==> config.mk <==
export PLATFORM = sky130hd
export DESIGN_NAME = seq_shift_unit
export DESIGN_NICKNAME = d
export VERILOG_FILES = /design/src/rtl/seq_shift_unit.sv
export SDC_FILE = /design/constraint.sdc
export NUM_CORES = 1
export LEC_CHECK = 0
export CAP_MARGIN = 20
export CORE_UTILIZATION = 40
export DETAILED_ROUTE_END_ITERATION = 10
export PLACE_DENSITY = 0.73
export SLEW_MARGIN = 5
export SYNTH_ARGS = -nofsm -noshare
export SYNTH_HDL_FRONTEND = slang
export SYNTH_SLANG_ARGS = --single-unit
export TNS_END_PERCENT = 5
==> constraint.sdc <==
create_clock -name clk -period 1.95 [get_ports clk]
set_input_delay 0.39 -clock clk [delete_from_list [all_inputs] [get_ports clk]]
set_output_delay 0.39 -clock clk [all_outputs]
set_load 0.02 [all_outputs]
==> src/rtl/seq_shift_unit.sv <==
// ----------------------------------------------------------------------------
// seq_shift_unit
//
// Multi-cycle barrel-shift replacement: shifts or rotates a 32-bit operand one
// bit position per clock. Out-of-range logical/arithmetic shifts short-cut
// straight to their saturated result.
//
// Ports
//   clk       : single clock, rising-edge active
//   rst_n     : asynchronous active-low reset
//   start     : request strobe, accepted in IDLE or DONE only
//   op        : 00 SLL, 01 SRL, 10 SRA, 11 ROR
//   inp       : operand, captured when start is accepted
//   shiftamt  : full-width shift amount, captured when start is accepted
//   busy      : high while in LOAD or SHIFT
//   done      : one-cycle pulse when out holds a fresh result
//   out       : result register, held until the next result is written
// ----------------------------------------------------------------------------
module seq_shift_unit #(
    parameter int W = 32
) (
    input  logic         clk,
    input  logic         rst_n,
    input  logic         start,
    input  logic [1:0]   op,
    input  logic [W-1:0] inp,
    input  logic [W-1:0] shiftamt,
    output logic         busy,
    output logic         done,
    output logic [W-1:0] out
);

    typedef enum logic [1:0] {
        IDLE  = 2'd0,
        LOAD  = 2'd1,
        SHIFT = 2'd2,
        DONE  = 2'd3
    } state_t;

    localparam logic [1:0] OP_SLL = 2'b00;
    localparam logic [1:0] OP_SRL = 2'b01;
    localparam logic [1:0] OP_SRA = 2'b10;
    localparam logic [1:0] OP_ROR = 2'b11;

    state_t       state;
    logic [1:0]   op_q;
    logic [W-1:0] amt_q;
    logic [W-1:0] work;
    logic [5:0]   count;

    logic [5:0]   n_eff;
    logic         sat;
    logic [W-1:0] sat_value;
    logic [W-1:0] step;

    // Effective count and saturation decision, evaluated from the captured
    // operands while in LOAD. ROR wraps modulo 32 and therefore never
    // saturates; the other ops compare the whole shift amount against 31.
    always_comb begin
        sat   = 1'b0;
        n_eff = {1'b0, amt_q[4:0]};
        if (op_q != OP_ROR && amt_q > W'(31)) begin
            sat   = 1'b1;
            n_eff = '0;
        end
    end

    // Saturated result: sign fill for SRA, zero for SLL/SRL.
    always_comb begin
        sat_value = (op_q == OP_SRA) ? {W{work[W-1]}} : '0;
    end

    // One-bit step applied to the working register on every SHIFT cycle.
    always_comb begin
        case (op_q)
            OP_SLL:  step = {work[W-2:0], 1'b0};
            OP_SRL:  step = {1'b0, work[W-1:1]};
            OP_SRA:  step = {work[W-1], work[W-1:1]};
            default: step = {work[0], work[W-1:1]};
        endcase
    end

    // Main sequencer. busy and done are registered alongside the state so
    // they change on the same edge as the state they describe. out is only
    // written on the edge that enters DONE.
    always_ff @(posedge clk or negedge rst_n) begin
        if (!rst_n) begin
            state <= IDLE;
            op_q  <= '0;
            amt_q <= '0;
            work  <= '0;
            count <= '0;
            busy  <= 1'b0;
            done  <= 1'b0;
            out   <= '0;
        end else begin
            case (state)
                IDLE, DONE: begin
                    done <= 1'b0;
                    if (start) begin
                        op_q  <= op;
                        amt_q <= shiftamt;
                        work  <= inp;
                        busy  <= 1'b1;
                        state <= LOAD;
                    end else begin
                        state <= IDLE;
                    end
                end
                LOAD: begin
                    if (sat) begin
                        out   <= sat_value;
                        busy  <= 1'b0;
                        done  <= 1'b1;
                        state <= DONE;
                    end else if (n_eff == 6'd0) begin
                        out   <= work;
                        busy  <= 1'b0;
                        done  <= 1'b1;
                        state <= DONE;
                    end else begin
                        count <= n_eff;
                        state <= SHIFT;
                    end
                end
                SHIFT: begin
                    work  <= step;
                    count <= count - 6'd1;
                    // The last step's value goes straight into out.
                    if (count == 6'd1) begin
                        out   <= step;
                        busy  <= 1'b0;
                        done  <= 1'b1;
                        state <= DONE;
                    end
                end
                default: begin
                    state <= IDLE;
                end
            endcase
        end
    end

endmodule

==> results.py <==
metrics = {
    "layout": {
        "final_common_cell": "dfrtp_1",
        "area_growth_pct": 34.2,
        "nNetsFinal": 707,
        "most-common-layout-cells": "dfrtp_1, clkdlybuf4s50_1, nand2_1",
        "final_cells": 815,
        "drive_gt1_frac": 0.224,
        "n_fill_cell": 1126,
        "diodes": 0,
        "fin_area_um2": 7320,
    },
    "floorplanning": {
        "coreArea_um2": 13300,
        "dieArea_um2": 14100,
        "initial_core_util": 0.410,
        "dieWidth_um": 119,
        "ioPinCount": 103,
        "die_y_um": 119,
        "rows": 42,
    },
    "clocking": {
        "cts-root-buf": "clkbuf_16",
        "cts_tree": "done",
        "clk-insertion-delay-late_ns": 0.36,
        "cts.path.max_buffers": 2,
        "cts_buffers": 9,
        "clk_pin_slew_worst_paths_ns": 0.08,
        "cts_sinks": 108,
        "cts_max_level": 3,
    },
    "placement": {
        "post-place-cells": 796,
        "place_area_um2": 6920,
        "io_buffers": 102,
        "place_ws_ns": -0.156,
        "routabilityCongestion": 0.821,
        "hpwl_um": 9590,
    },
    "sta": {
        "slew_viol_final": 0,
        "fin_ws_ns": -0.0386,
        "worstMarginPinSlew_ns": 0.552,
        "rsz0062_at_grt": "true",
        "max_slew_margin": 0.632,
        "skew_ns": 0.0111,
        "fin_crit_sh": 1.02,
        "period_needed_ns": 1.99,
        "setup_viol": 24,
        "fin_tns_setup_ns": -0.387,
        "max_freq_ghz": 0.503,
        "hold_viol": 0,
    },
    "drt": {
        "drc_errors": 0,
        "routedWlPerCell_um": 16.8,
        "firstDrtPassIters": 4,
        "wl_um": 13700,
        "drt-initial-drc-count": 329,
        "vias": 4435,
        "drtAntennaViolNets": 0,
        "viasPerCell": 5.44,
    },
    "power": {
        "peakVddDrop_uv": 961,
        "power_w": 0.0134,
        "p_leak_nw": 3.26,
        "power_density_nw_per_um2": 1840,
    },
    "synthesis": {
        "syn_area_um2": 5450,
        "synth_cell_type_count": 41,
        "synth_area_per_cell_um2": 10.5,
        "ys_ff_latch": 108,
        "synthCells": 520,
        "yosysSeqAreaShare": 0.496,
        "yosys_warnings": 0,
        "synthesis.nets": 593,
    },
    "global_route": {
        "grt-ovfl-total": 0,
        "grt_pass1_wl_um": 22800,
        "first_global_vias": 4404,
        "grt_usage": 0.205,
        "antenna_found_initial": 0,
        "grt_max_degree": 58,
    },
    "critical_path": {
        "path_cells": "or4_4, o21ai_4, o211a_4, buf_12, mux2_2",
        "critPathTopFamily": "simple AND/OR/NAND/NOR gates",
        "critPathKind": "flip-flop to flip-flop",
        "cpMaxStageDelayCell": "or4_4",
        "r2r-end": "out[24]$_DFFE_PN0P_",
        "cp_data_arrival_time_ns": 2.24,
        "cp_slowest_stage_delay_ns": 0.54,
        "cp.required_ns": 2.20,
        "critPathLaunchType": "flip-flop",
        "crit_path_max_fanout": 15,
        "end_kind": "flip-flop",
        "worst-path-buf-inv": 1,
        "rrSetupSlack_ns": -0.04,
        "r2r_start": "amt_q[3]$_DFFE_PN0P_",
        "reg2reg_depth": 5,
    },
    "flow_run": {
        "drv_cap": 0,
    },
    "outcome": {
        "violations": "negative setup slack",
        "status": "finished with violations",
    },
    "min_path": {
        "hold_path_class": "input pin to asynchronous set/reset pin",
    },
}
[routing by layer]
layer  vias up  GRT usage  wire (µm)
met3        25     0.0618        928
met2       156      0.312       6350
li1       2108          -          -
met4         0     0.0696        267
met1      2146      0.279       6150
met5         -          0          0
[cells in the mapped netlist, drive strengths merged]
cell type  instances  share of area
dfrtp            108           0.50
nand2             71          0.049
o21ai             69          0.063
mux2              67           0.16
a21oi             66          0.061
clkbuf            32          0.022
a211o             30          0.048
nor2              11         0.0076
inv                9         0.0062
buf                6          0.010
nor4               6          0.014
a21o               5         0.0069
nand4              5         0.0057
ha                 4         0.0092
nor3               3         0.0028
a21boi             2         0.0034
a31o               2         0.0032
a41oi              2         0.0032
mux2i              2         0.0037
nand3              2         0.0018
o22ai              2         0.0034
or4                2         0.0028
a2111oi            1         0.0028
a211oi             1         0.0014
a22o               1         0.0016
a22oi              1         0.0014
a2bb2oi            1         0.0016
a31oi              1         0.0011
and3               1         0.0014
and4               1         0.0021
clkinv             1        0.00069
nand3b             1         0.0014
nor3b              1         0.0014
o211a              1         0.0018
o211ai             1         0.0014
o2bb2ai            1         0.0016
[cell families (layout without fill, tap and decap cells)]
logic type	after synthesis	count (layout)	synth area share
compound gates	187	187	0.207
flops	108	108	0.496
simple gates	104	104	0.0895
mux	69	69	0.160
buf+inv	48	167	0.0390
fa+ha+maj	4	4	0.00918
[worst register-to-register path, cell delays in order (launching register included)]
cell and delay [ns]:
dfrtp_1 0.40, or4_4 0.55, o21ai_4 0.16, o211a_4 0.24, buf_12 0.19, mux2_2 0.35
[how the worst max path moves through the flow]
stage               cells past startpoint                   to             startpoint  slack (ns)
finish                                  5  out[24]$_DFFE_PN0P_   amt_q[3]$_DFFE_PN0P_       -0.04
global route                            6  out[11]$_DFFE_PN0P_   amt_q[8]$_DFFE_PN0P_       -0.09
CTS                                     6  out[17]$_DFFE_PN0P_  amt_q[17]$_DFFE_PN0P_       -0.06
detailed placement                      6  out[21]$_DFFE_PN0P_  amt_q[15]$_DFFE_PN0P_       -0.16
global placement                        6  out[20]$_DFFE_PN0P_  amt_q[27]$_DFFE_PN0P_       -0.11
floorplan                               6   out[0]$_DFFE_PN0P_   amt_q[2]$_DFFE_PN0P_        0.01
[where the power goes]
group	switching (W)	internal [W]	total (W)
clock	0.000933	0.000917	0.00185
combinational	0.00367	0.00378	0.00746
sequential	0.000861	0.00327	0.00413
[area by class of cell]
| type | instances | area (µm²) | area share |
|---|---|---|---|
| Clock buffer | 9 | 225 | 0.0308 |
| Timing Repair Buffer | 141 | 1420 | 0.194 |
| Tap cell | 176 | 220 | 0.0301 |
| Inverter | 10 | 38.8 | 0.00530 |
| Sequential cell | 108 | 2700 | 0.369 |
| Clock inverter | 7 | 76.3 | 0.0104 |
| Multi-Input combinational cell | 364 | 2630 | 0.360 |
[metrics by stage]
step,hold slack [ns],utilization
after floorplan,0.0944,-
after global placement,0.321,0.520
after detailed placement,0.326,0.520
after CTS,0.466,0.547
after global routing,0.519,0.550
final,0.469,0.550
[flip-flops by register name, indices dropped and copies added, names as in the netlist]
| register | cells |
|---|---|
| amt_q | 32 |
| done | 1 |
| count | 6 |
| op_q | 2 |
| busy | 1 |
| out | 32 |
| work | 32 |
| state | 2 |
[timing repair]
action	4_1_cts	5_1_grt
setup endpoints to repair	35	33
pin swaps	3	13
buffers inserted	0	2
hold buffers	1	0
gates resized for setup	9	4
endpoints found under the hold margin	24	0
(Power assumes the default switching activity.)
